### src/rtl/wrr_burst_scheduler_if.sv
// rtl/wrr_burst_scheduler_if.sv - request/grant bundle between requesters and the burst scheduler
interface wrr_burst_scheduler_if #(
  parameter int WW = 4
);
  logic [3:0]      i_req;
  logic [4*WW-1:0] i_weight;
  logic            i_beat;
  logic [3:0]      o_grant;
  logic [1:0]      o_grant_id;
  logic            o_timeout;

  modport master (
    output i_req, i_weight, i_beat,
    input  o_grant, o_grant_id, o_timeout
  );

  modport slave (
    input  i_req, i_weight, i_beat,
    output o_grant, o_grant_id, o_timeout
  );
endinterface

### src/rtl/wrr_burst_scheduler.sv
// rtl/wrr_burst_scheduler.sv - weighted round-robin burst arbiter with idle-owner timeout
module wrr_burst_scheduler #(
  parameter int TIMEOUT = 16,
  parameter int WW      = 4
) (
  input logic                   clk,
  input logic                   i_rst,
  wrr_burst_scheduler_if.slave  bus
);
  localparam int TW = $clog2(TIMEOUT);

  typedef enum logic {IDLE, ACTIVE} state_t;

  state_t        state, state_nx;
  logic [3:0]    grant, grant_nx;
  logic [1:0]    grant_id, id_nx;
  logic          timeout_q, timeout_nx;
  logic [1:0]    ptr, ptr_nx;
  logic [WW-1:0] credit, credit_nx;
  logic [TW-1:0] timer, timer_nx;

  logic [WW-1:0] weight_arr [4];
  logic          found;
  logic [1:0]    pick;
  logic [1:0]    idx;
  logic          drop, done, expire;

  // Split the packed weight bus into one entry per requester.
  always_comb begin
    for (int k = 0; k < 4; k++) begin
      weight_arr[k] = bus.i_weight[k*WW +: WW];
    end
  end

  // Round-robin search: first requesting index starting at ptr, wrapping modulo 4.
  always_comb begin
    found = 1'b0;
    pick  = ptr;
    idx   = ptr;
    for (int i = 0; i < 4; i++) begin
      idx = ptr + 2'(i);
      if (!found && bus.i_req[idx]) begin
        found = 1'b1;
        pick  = idx;
      end
    end
  end

  // Release causes while a burst is in progress; a dropped request suppresses the timeout flag.
  always_comb begin
    drop   = !bus.i_req[grant_id];
    done   = bus.i_beat && (credit <= WW'(1));
    expire = !bus.i_beat && (timer == TW'(TIMEOUT - 1));
  end

  // Next-state and next-output logic for the IDLE/ACTIVE controller.
  always_comb begin
    state_nx   = state;
    grant_nx   = grant;
    id_nx      = grant_id;
    timeout_nx = 1'b0;
    ptr_nx     = ptr;
    credit_nx  = credit;
    timer_nx   = timer;
    case (state)
      IDLE: begin
        if (found) begin
          state_nx  = ACTIVE;
          grant_nx  = 4'b0001 << pick;
          id_nx     = pick;
          ptr_nx    = pick + 2'd1;
          credit_nx = (weight_arr[pick] == '0) ? WW'(1) : weight_arr[pick];
          timer_nx  = '0;
        end
      end
      ACTIVE: begin
        if (bus.i_beat) begin
          if (credit > WW'(1)) begin
            credit_nx = credit - WW'(1);
          end
          timer_nx = '0;
        end else if (!expire) begin
          timer_nx = timer + TW'(1);
        end
        if (drop || done || expire) begin
          state_nx   = IDLE;
          grant_nx   = 4'b0000;
          timeout_nx = expire && !drop;
        end
      end
      default: begin
        state_nx = IDLE;
        grant_nx = 4'b0000;
      end
    endcase
  end

  // State and output registers; reset forces IDLE and restarts the search at requester 0.
  always_ff @(posedge clk) begin
    if (i_rst) begin
      state     <= IDLE;
      grant     <= 4'b0000;
      grant_id  <= 2'd0;
      timeout_q <= 1'b0;
      ptr       <= 2'd0;
      credit    <= '0;
      timer     <= '0;
    end else begin
      state     <= state_nx;
      grant     <= grant_nx;
      grant_id  <= id_nx;
      timeout_q <= timeout_nx;
      ptr       <= ptr_nx;
      credit    <= credit_nx;
      timer     <= timer_nx;
    end
  end

  assign bus.o_grant    = grant;
  assign bus.o_grant_id = grant_id;
  assign bus.o_timeout  = timeout_q;
endmodule

### src/flat_wrapper.sv
// flat-port wrapper written by rule: the top's interface ports become plain ports
module wrr_burst_scheduler_flat 
#(
  parameter int TIMEOUT = 16,
  parameter int WW      = 4
)
  (clk, i_rst, bus_i_req, bus_i_weight, bus_i_beat, bus_o_grant, bus_o_grant_id, bus_o_timeout);
  wrr_burst_scheduler_if #(.WW(WW)) bus_i ();
  input logic clk;
  input logic i_rst;
  input wire logic [$bits(bus_i.i_req)-1:0] bus_i_req;
  input wire logic [$bits(bus_i.i_weight)-1:0] bus_i_weight;
  input wire logic [$bits(bus_i.i_beat)-1:0] bus_i_beat;
  output wire logic [$bits(bus_i.o_grant)-1:0] bus_o_grant;
  output wire logic [$bits(bus_i.o_grant_id)-1:0] bus_o_grant_id;
  output wire logic [$bits(bus_i.o_timeout)-1:0] bus_o_timeout;
  assign bus_i.i_req = bus_i_req;
  assign bus_i.i_weight = bus_i_weight;
  assign bus_i.i_beat = bus_i_beat;
  assign bus_o_grant = bus_i.o_grant;
  assign bus_o_grant_id = bus_i.o_grant_id;
  assign bus_o_timeout = bus_i.o_timeout;
  wrr_burst_scheduler #(.TIMEOUT(TIMEOUT), .WW(WW)) u_core (.clk(clk), .i_rst(i_rst), .bus(bus_i));
endmodule
### config.mk
export PLATFORM = sky130hd
export DESIGN_NAME = wrr_burst_scheduler_flat
export DESIGN_NICKNAME = d
export VERILOG_FILES = /design/src/rtl/wrr_burst_scheduler_if.sv /design/src/rtl/wrr_burst_scheduler.sv /design/src/flat_wrapper.sv
export SDC_FILE = /design/constraint.sdc
export NUM_CORES = 1
export LEC_CHECK = 0
export CAP_MARGIN = 20
export CELL_PAD_IN_SITES_DETAIL_PLACEMENT = 1
export CELL_PAD_IN_SITES_GLOBAL_PLACEMENT = 2
export CORE_ASPECT_RATIO = 1.5
export CORE_UTILIZATION = 35
export DETAILED_ROUTE_END_ITERATION = 7
export DONT_BUFFER_PORTS = 1
export PLACE_DENSITY_LB_ADDON = 0.1
export SKIP_LAST_GASP = 1
export SLEW_MARGIN = 10
export SYNTH_ARGS = -nofsm -noshare
export SYNTH_HDL_FRONTEND = slang
export SYNTH_SLANG_ARGS = --single-unit
### constraint.sdc
create_clock -name clk -period 2.5 [get_ports clk]
set_input_delay 0.25 -clock clk [delete_from_list [all_inputs] [get_ports clk]]
set_output_delay 0.25 -clock clk [all_outputs]
set_load 0.02 [all_outputs]
* Word level (Yosys, flattened, before mapping)
Index checks and enable logic that the tools add are counted.
Storage, ports and cells: register bits after elaboration 18, input bits 23, output and inout bits 7, word-level logic and storage cells 85
Cells by class: $add $sub $neg 6, $lt $le $gt $ge 8, equal/unequal tests 6, shift operators 1, multiplexer cells 35, bitwise logic cells 3, reductions and logical operators 19
Operator list (count):
- $mux 4 | 11
- $pmux 4 s2 | 3
- $lt 2x3->1 const B | 5
- $mux 1 | 11
- $bmux 1 s2 | 5
- $bmux 4 s2 | 1
- $logic_and 1x1->1 | 6
- $mux 2 | 3
- $ne 2x2->1 const B | 3
- $reduce_and 2->1 | 3
- $logic_not 1->1 | 5
- $add 2x1->2 const B | 2
- $add 2x2->2 const B | 2
- $add 4x1->4 const B | 1
- $eq 4x4->1 const B | 1
- $gt 4x1->1 const B | 1
- $le 4x1->1 const B | 1
- $logic_not 4->1 | 1
- $shl 1x2->4 const A | 1
- $sub 4x1->4 const B | 1
- $ge 3x3->1 const B | 1
- $ne 3x3->1 const B | 1
- $not 2->3 | 1
- $reduce_and 3->1 | 1
- other kinds (5) | 7

* Longest topological paths before layout
Gate-level depths: netlist of run 1.
word-level depth 20, depth in mapped cells 9, gate-level depth less buffers 8

* Least setup slack after synthesis of run 1
No wires, ideal clock.
kind register to register, start point register u_core.ptr[0], end point register u_core.credit[0], library setup time 0.088 ns, arrival 1.999 ns, required time 2.412 ns, slack 0.413 ns, cell stages (with the launch flop) 9, buffers on the path 1, period minus slack after synthesis 2.087 ns, path through dfxtp_1 nor2b_4 o21a_1 or3_1 buf_6 a2111oi_4 a21oi_2 a211o_1 a311oi_2
Between the ends: cells in the longest elaborated chain, start to end 20, elaborated cells between the ends (all ways) 34, classes of those cells 3 x add/sub; 1 x eq/ne; 21 x mux; 1 x bitwise; 8 x reduce/logical
Ends and longest elaborated chain:
- start, declared | line wrr_burst_scheduler.sv:18 | logic [1:0] ptr, ptr_nx;
- start signal, assigned | line wrr_burst_scheduler.sv:113 | ptr <= ptr_nx;
- branches (longest 20 deep; another with $add 2x1->2)
- end signal, assigned | line wrr_burst_scheduler.sv:114 | credit <= credit_nx;
- end, declared | line wrr_burst_scheduler.sv:19 | logic [WW-1:0] credit, credit_nx;
Several ways; the timed one is not identified. The select of a mux whose other input is x is not followed. A chain may end at the register's enable or synchronous reset.

* Final worst setup path of run 1
Same ends and word-level chain as after synthesis.

==> run summary, run 1 <==
most frequent cells in the layout -> dfxtp_1, nand2_1, nor2_1
postcts setup bufs -> 0
FF+latch count, synth -> 18
total grt overflow -> 0
RSZ-0062 raised after global routing -> no
setup_tns -> 0 ps
largest net degree at the start of global routing -> 17
Synth top area share -> 31.27%
min Tclk post-route -> 2186 ps
max_slew headroom -> 55.29%
routed len/inst -> 16.27 µm
Iter 0 DRT Violations -> 2
Seq/Total Area, Yosys -> 31.27%
EDFF count, synth -> 0
HP Class -> primary input to flop
PostCTS Resize Cnt -> 0
RePlAce Congestion -> 0.7740
slew at the pin with the worst max-slew slack -> 668.2 ps
CTS buffer count -> 3
Comb power frac -> 31.2%
root buf cell -> clkbuf_8
status -> complete, no violations
leading area contributor after synthesis -> dfxtp_1
initial core utilization -> 36.48%
Core ar. -> 3159 µm²
area of the die -> 3531 µm²
crit path kind -> flop to flop
Area Growth Syn to Fin -> 8.144%
Synth Instances -> 139
first-pass GRT wire length -> 4961 µm
port buffer count -> 0
average cell area after synthesis -> 8.290 µm²
Post-synth top flop -> dfxtp_1
clk_lat worst skew -> 260 ps
crit path max fanout -> 10
Final Hold Slack -> 54.25 ps
net switching power -> 0.0003200 W
# setup viols final -> 0
Pre-antenna DRT Iters -> 4
Max Clock Skew -> 3.086 ps
routed vias -> 991
WP data arrival -> 2360 ps
nets@finish -> 171
Mapped Nets -> 169
CP startpoint kind -> flop
top cells by area, synth -> dfxtp_1, ha_1, a21oi_1
Placed Cells -> 176
Worst setup EP type -> flop
vias per inst -> 5.506
Antenna Nets Post-Route -> 0
IO Pins -> 30
initial antenna violation count -> 0
all-layer global routing usage -> 18.46%
peak supply drop -> 0.0004132 V
clk sinks -> 18
Hold Fails Final Rpt -> 0
clock-pin slew on the worst setup and hold paths -> 70 ps
Pint -> 0.0005852 W
Antenna diodes -> 0
ys async rst share -> 0%
HPWL Detailed -> 2354 µm
WP data required -> 2670 ps
hold_buf cts -> 0
Synth Warn # -> 0
Die Span X -> 48.85 µm
Residual DRC -> 0
Finished Layout Cells -> 180
Sequential Power Share -> 41.7%
H-tree Lvls -> 1
Post-Route WL -> 2928 µm
pwr/cell area -> 726.4 nW/µm²
site row count -> 25
CTS tree -> done
commonest non-fill, non-tap cell in the layout -> dfxtp_1
sw frac -> 35.35%
max-cap viol count -> 0
share of layout cells above drive strength 1 -> 10.71%
Clk pwr share -> 27.1%
leakage power -> 0.4890 nW
Synth cell types -> 43
part of the cycle the worst path needs -> 87.42%
CTS max path bufs -> 2
die height -> 72.28 µm
fin. max-slew vios -> 0
Post-Syn Area -> 1152 µm²
vias in the first global route -> 1062
fmax -> 0.4575 GHz
total power -> 0.0009052 W
-- critical path, cell delays in order (launching register included) --
cell and delay (ps):
dfxtp_1 440, nor2b_1 100, o21ba_1 180, or3_1 360, buf_4 200, mux2_2 230, nor3_1 40, a221o_1 290
a311oi_2 260
-- area by class of cell --
class                      count  area, µm²
timing repair buffer           2      15.01
clock buffer                   4      55.05
inverter                       5      18.77
multi-input combinational    111      747.0
fill                         387       1913
tap                           40      50.05
sequential                    18      360.3
-- kinds of logic (layout without fill, tap and decap cells) --
family / Yosys count / after routing / share of synthesized area (%)
simple gates: 60 / 60 / 26.49
compound gates: 36 / 36 / 22.59
flops: 18 / 18 / 31.27
buf+inv: 10 / 11 / 3.909
fa+ha+maj: 7 / 7 / 7.600
mux: 5 / 5 / 5.864
xor+xnor: 3 / 3 / 2.281
-- cell usage after synthesis, drive strengths merged (3+ instances only) --
| cell | instances |
|---|---|
| mux2i | 3 |
| inv | 5 |
| nor3 | 4 |
| a21oi | 15 |
| ha | 7 |
| dfxtp | 18 |
| nand4 | 3 |
| nor2 | 16 |
| nand2 | 17 |
| o21ai | 4 |
| nor2b | 7 |
| clkbuf | 4 |
| nand3b | 4 |
-- routing by layer --
metal	routed length, µm	track usage, %
met1	1193	20.18
met2	1595	34.41
met3	102	4.612
met4	36	5.882
met5	0	0
-- final timing paths --
check                    from                to  slack, ps  cells after the start
max             u_core.ptr[0]  u_core.credit[0]        310                      8
min                     i_rst  u_core.credit[0]         50                      1
max reg2reg     u_core.ptr[0]  u_core.credit[0]        310                      8
min reg2reg  u_core.credit[1]  u_core.credit[1]        530                      2
-- sequential cells by signal, summed over array words and instances (netlist names) --
| register | cells |
|---|---|
| u_core.timer | 4 |
| u_core.bus.o_grant_id | 2 |
| u_core.bus.o_grant | 4 |
| u_core.bus.o_timeout | 1 |
| u_core.state | 1 |
| u_core.ptr | 2 |
| u_core.credit | 4 |
-- per-stage QoR --
step / setup WS (ps) / instance area (µm²) / util, %
floorplan: 413.2 / 1152 / -
global placement: 417.3 / 1191 / 37.70
detailed placement: 334.9 / 1191 / 37.70
CTS: 307.3 / 1246 / 39.45
global route: 175.7 / 1246 / 39.45
finish: 314.4 / 1246 / 39.45
-- power groups by stage --
stage               sequential [W]  clock, W  combinational, W
floorplan                 0.000367         0          0.000233
global placement          0.000381         0          0.000278
detailed placement        0.000384         0          0.000287
CTS                       0.000377  0.000250          0.000289
global route              0.000383  0.000261          0.000323
finish                    0.000377  0.000245          0.000282
No activity file was read; power rests on OpenSTA's default activity.
==> inputs of run 2 (changes only) <==
--- a/config.mk
+++ b/config.mk
@@ -10,8 +10,10 @@
 export CELL_PAD_IN_SITES_GLOBAL_PLACEMENT = 2
 export CORE_ASPECT_RATIO = 1.5
 export CORE_UTILIZATION = 35
+export CTS_CLUSTER_DIAMETER = 120
 export DETAILED_ROUTE_END_ITERATION = 7
 export DONT_BUFFER_PORTS = 1
+export HOLD_SLACK_MARGIN = 0.05
 export PLACE_DENSITY_LB_ADDON = 0.1
 export SKIP_LAST_GASP = 1
 export SLEW_MARGIN = 10
==> run 2 against run 1 <==
Compared with the run above: register-to-register slack is essentially flat; highest routed layer unchanged; largest cell class unchanged; die area unchanged; via count increased by 2.1%; clock power about the same; sequential share of layout area fell by 0.68 points; power is 0.44% higher; first-iteration DRC count rose to 2.5 times the previous value; design area is 2.4% higher; worst hold slack gained 2.8 ps; count of clock-buffer cells in the layout unchanged; clock skew about the same; wire length is 2.7% higher.
==> run summary, run 2 (synthesis gave the netlist of run 1 again) <==
status -> complete, no violations
total power -> 0.0009092 W
initial core utilization -> 36.48%
site row count -> 25
Clk pwr share -> 26.9%
first-pass GRT wire length -> 4974 µm
setup_tns -> 0 ps
routed len/inst -> 16.43 µm
sw frac -> 35.29%
Pre-antenna DRT Iters -> 3
HPWL Detailed -> 2354 µm
initial antenna violation count -> 0
CTS buffer count -> 3
WP data required -> 2670 ps
total grt overflow -> 0
Max Clock Skew -> 3.318 ps
slew at the pin with the worst max-slew slack -> 668.1 ps
port buffer count -> 0
Antenna Nets Post-Route -> 0
all-layer global routing usage -> 18.55%
CTS max path bufs -> 2
root buf cell -> clkbuf_8
CP startpoint -> u_core.ptr[0]
Storage cell area -> 360.3 µm²
R2R Path Start -> u_core.ptr[0]
Area Growth Syn to Fin -> 10.75%
Worst setup EP type -> flop
pwr/cell area -> 712.4 nW/µm²
Sequential Power Share -> 41.4%
fmax -> 0.4577 GHz
largest net degree at the start of global routing -> 17
postcts setup bufs -> 0
fin. max-slew vios -> 0
routed vias -> 1012
WP data arrival -> 2360 ps
RePlAce Congestion -> 0.7740
Post-Route WL -> 3007 µm
R2R setup slack -> 320 ps
Comb power frac -> 31.7%
crit path kind -> flop to flop
CTS tree -> done
IO Pins -> 30
FF-to-FF path depth -> 8
die height -> 72.28 µm
leakage power -> 0.5016 nW
clock-pin slew on the worst setup and hold paths -> 70 ps
max_slew headroom -> 55.30%
Die Span X -> 48.85 µm
Reg-to-Reg End -> u_core.credit[0]
Pint -> 0.0005883 W
critical path endpoint -> u_core.credit[0]
commonest non-fill, non-tap cell in the layout -> dfxtp_1
peak supply drop -> 0.0004110 V
Residual DRC -> 0
clk sinks -> 18
crit path max fanout -> 10
part of the cycle the worst path needs -> 87.39%
max-cap viol count -> 0
min Tclk post-route -> 2185 ps
net switching power -> 0.0003209 W
vias in the first global route -> 1060
Hold Fails Final Rpt -> 0
nets@finish -> 174
HP Class -> primary input to flop
H-tree Lvls -> 1
RSZ-0062 raised after global routing -> no
Antenna diodes -> 0
Core ar. -> 3159 µm²
clk_lat worst skew -> 250 ps
vias per inst -> 5.530
# setup viols final -> 0
share of layout cells above drive strength 1 -> 10.49%
multi-input logic area -> 747.0 µm²
CP startpoint kind -> flop
most frequent cells in the layout -> dfxtp_1, nand2_1, nor2_1
area of the die -> 3531 µm²
Iter 0 DRT Violations -> 5
Fillers -> 391
-- run 2: power by group through the flow --
stage	clock, W	sequential [W]	combinational [W]
final	0.000244	0.000377	0.000288
after global routing	0.000261	0.000383	0.000329
after CTS	0.000250	0.000377	0.000290
after detailed placement	0	0.000384	0.000287
after global placement	0	0.000381	0.000278
after floorplan	0	0.000367	0.000233
-- run 2: area by class of cell --
cell class / instances / share of cell area, %
Multi-Input combinational cell: 111 / 58.53
Tap cell: 40 / 3.922
Sequential cell: 18 / 28.24
Inverter: 5 / 1.471
Timing Repair Buffer: 5 / 3.529
Clock buffer: 4 / 4.314
-- run 2: stage by stage --
step / utilization, % / cells / area (µm²) / setup slack (ps) / hold WS [ps]
floorplan: - / 139 / 1152 / 413.2 / 317.9
global placement: 37.70 / 176 / 1191 / 417.3 / 319.4
detailed placement: 37.70 / 176 / 1191 / 334.9 / 322.3
CTS: 39.76 / 181 / 1256 / 307.3 / 50.85
global route: 40.40 / 183 / 1276 / 175.7 / 55.02
finish: 40.40 / 183 / 1276 / 315.2 / 57.03
-- run 2: metal layers --
metal / GRT usage (%) / routed length (µm)
met1: 20.57 / 1234
met2: 34.26 / 1634
met3: 4.612 / 102
met4: 5.882 / 36
met5: 0 / 0
-- run 2: how the worst min path moves through the flow --
stage	from	to	cells past startpoint
final	i_rst	u_core.credit[2]	1
after global routing	i_rst	u_core.credit[3]	1
after CTS	i_rst	u_core.bus.o_grant_id[1]	1
after detailed placement	i_rst	u_core.credit[0]	1
after global placement	i_rst	u_core.credit[0]	1
after floorplan	i_rst	u_core.credit[0]	1
-- run 2: critical path, stage by stage, from the launching register on --
cell and delay (ps):
dfxtp_1 440, nor2b_1 100, o21ba_1 180, or3_1 360, buf_4 200, mux2_2 230, nor3_1 40, a221o_1 290
a311oi_2 260
-- run 2: repair_timing --
| item | 4_1_cts | 5_1_grt |
|---|---|---|
| resized for setup | 0 | 0 |
| hold endpoints to repair | 1 | 5 |
| hold buffers | 1 | 2 |
==> inputs of run 3 (changes only) <==
--- a/config.mk
+++ b/config.mk
@@ -9,12 +9,14 @@
 export CELL_PAD_IN_SITES_DETAIL_PLACEMENT = 1
 export CELL_PAD_IN_SITES_GLOBAL_PLACEMENT = 2
 export CORE_ASPECT_RATIO = 1.5
-export CORE_UTILIZATION = 35
+export CORE_UTILIZATION = 37
+export CTS_BUF_LIST = sky130_fd_sc_hd__clkbuf_4
 export CTS_CLUSTER_DIAMETER = 120
 export DETAILED_ROUTE_END_ITERATION = 7
 export DONT_BUFFER_PORTS = 1
 export HOLD_SLACK_MARGIN = 0.05
 export PLACE_DENSITY_LB_ADDON = 0.1
+export SKIP_CTS_REPAIR_TIMING = 1
 export SKIP_LAST_GASP = 1
 export SLEW_MARGIN = 10
 export SYNTH_ARGS = -nofsm -noshare
==> run 3 against run 2 <==
Compared with the run above: sequential share of layout area increased by 1.2 points; power decreased by 10%; design area decreased by 3.9%; largest cell class unchanged; flip-flop and latch count unchanged; worst setup slack got worse by 77 ps; non-clock buffer count decreased by 2; via count decreased by 1.1%; worst hold slack improved by 83 ps; count of clock-buffer cells in the layout decreased by 1; die area decreased by 5.2%; first-iteration DRC count increased by 20%; clock power decreased by 37%; largest power group unchanged; critical endpoint unchanged.
==> run summary, run 3 (synthesis gave the netlist of run 1 again) <==
# setup viols final -> 0
total grt overflow -> 0
RePlAce Congestion -> 0.7878
max_slew headroom -> 55.53%
initial antenna violation count -> 0
WP data required -> 2720 ps
Antenna diodes -> 0
max-cap viol count -> 0
Post-Route WL -> 2923 µm
crit path kind -> flop to flop
slew at the pin with the worst max-slew slack -> 664.6 ps
all-layer global routing usage -> 19.43%
CTS buffer count -> 3
most frequent cells in the layout -> dfxtp_1, nand2_1, nor2_1
commonest non-fill, non-tap cell in the layout -> dfxtp_1
Fillers -> 398
routed vias -> 1001
sw frac -> 38.25%
worst setup margin -> 238.5 ps
clk_lat worst skew -> 300 ps
CTS max path bufs -> 2
first-pass GRT wire length -> 4816 µm
Sequential Power Share -> 46.2%
Final Hold Slack -> 139.7 ps
Area Growth Syn to Fin -> 6.406%
HP Class -> primary input to flop
HPWL Detailed -> 2286 µm
pwr/cell area -> 664.1 nW/µm²
Die Span X -> 47.57 µm
initial core utilization -> 39.16%
Clk pwr share -> 19.0%
WP data arrival -> 2480 ps
largest net degree at the start of global routing -> 17
fin. max-slew vios -> 0
part of the cycle the worst path needs -> 90.46%
Post-Layout Inst Area -> 1226 µm²
fmax -> 0.4422 GHz
IO Pins -> 30
Residual DRC -> 0
total power -> 0.0008143 W
Iter 0 DRT Violations -> 6
die height -> 70.35 µm
CTS tree -> done
Core ar. -> 2943 µm²
Antenna Nets Post-Route -> 0
Worst setup EP type -> flop
routed len/inst -> 16.24 µm
Comb power frac -> 34.8%
Max Clock Skew -> 2.305 ps
CP startpoint kind -> flop
share of layout cells above drive strength 1 -> 9.929%
nets@finish -> 172
multi-input logic area -> 747.0 µm²
clk sinks -> 18
net switching power -> 0.0003115 W
Pint -> 0.0005028 W
Storage cell area -> 360.3 µm²
site row count -> 24
hold path cells -> 3
crit path max fanout -> 6
peak supply drop -> 0.0002772 V
H-tree Lvls -> 1
leakage power -> 0.4798 nW
root buf cell -> clkbuf_4
vias in the first global route -> 1092
Hold Fails Final Rpt -> 0
area of the die -> 3346 µm²
Placed Area -> 1190 µm²
vias per inst -> 5.561
port buffer count -> 0
clock-pin slew on the worst setup and hold paths -> 110 ps
status -> complete, no violations
min Tclk post-route -> 2261 ps
Pre-antenna DRT Iters -> 5
FF-to-FF path depth -> 8
RSZ-0062 raised after global routing -> no
Post-Place Worst Slack -> 253.3 ps
setup_tns -> 0 ps
## run 3: cell count changes in the layout (fill, tap and decap cells not counted)
cell           change
clkbuf_4           +3
clkbuf_8           -4
clkinv_1           +1
dlygate4sd3_1      -2
## run 3: final timing paths
check                                 startpoint               end  slack, ps
worst max-delay path               u_core.ptr[0]  u_core.credit[0]        240
worst min-delay path                       i_rst     u_core.ptr[0]        140
worst max register to register     u_core.ptr[0]  u_core.credit[0]        240
worst min register to register  u_core.credit[1]  u_core.credit[1]        530
## run 3: power groups by stage
| stage | logic, W | clock network [W] | registers, W |
|---|---|---|---|
| finish | 0.000284 | 0.000154 | 0.000376 |
| global route | 0.000324 | 0.000170 | 0.000381 |
| CTS | 0.000283 | 0.000158 | 0.000377 |
| detailed placement | 0.000281 | 0 | 0.000384 |
| global placement | 0.000276 | 0 | 0.000381 |
| floorplan | 0.000233 | 0 | 0.000367 |
## run 3: metal layers
layer	routed length, µm	vias to the layer above	track usage [%]
li1	-	500	-
met1	1182	478	21.28
met2	1562	17	33.94
met3	107	6	4.651
met4	70	0	7.099
met5	0	-	0
## run 3: area by class of cell
cell class	count	share of cell area, %
well taps	39	3.980
repair buffers	3	2.041
multi-input cells	111	60.92
flip-flops and latches	18	29.39
clock buffers	3	1.837
inverters	5	1.531
clock inverters	1	0.3061
## run 3: through the flow
stage,util (%),instances
finish,41.67,180
CTS,41.33,179
global route,41.67,180
floorplan,-,139
global placement,40.43,175
detailed placement,40.43,175
## run 3: critical path, stage by stage, from the launching register on
cell,delay [ps]
dfxtp_1,430
nor2b_1,90
o21ba_1,180
or3_1,450
buf_4,230
mux2i_1,160
a22oi_1,140
a211o_1,290
a311oi_2,220
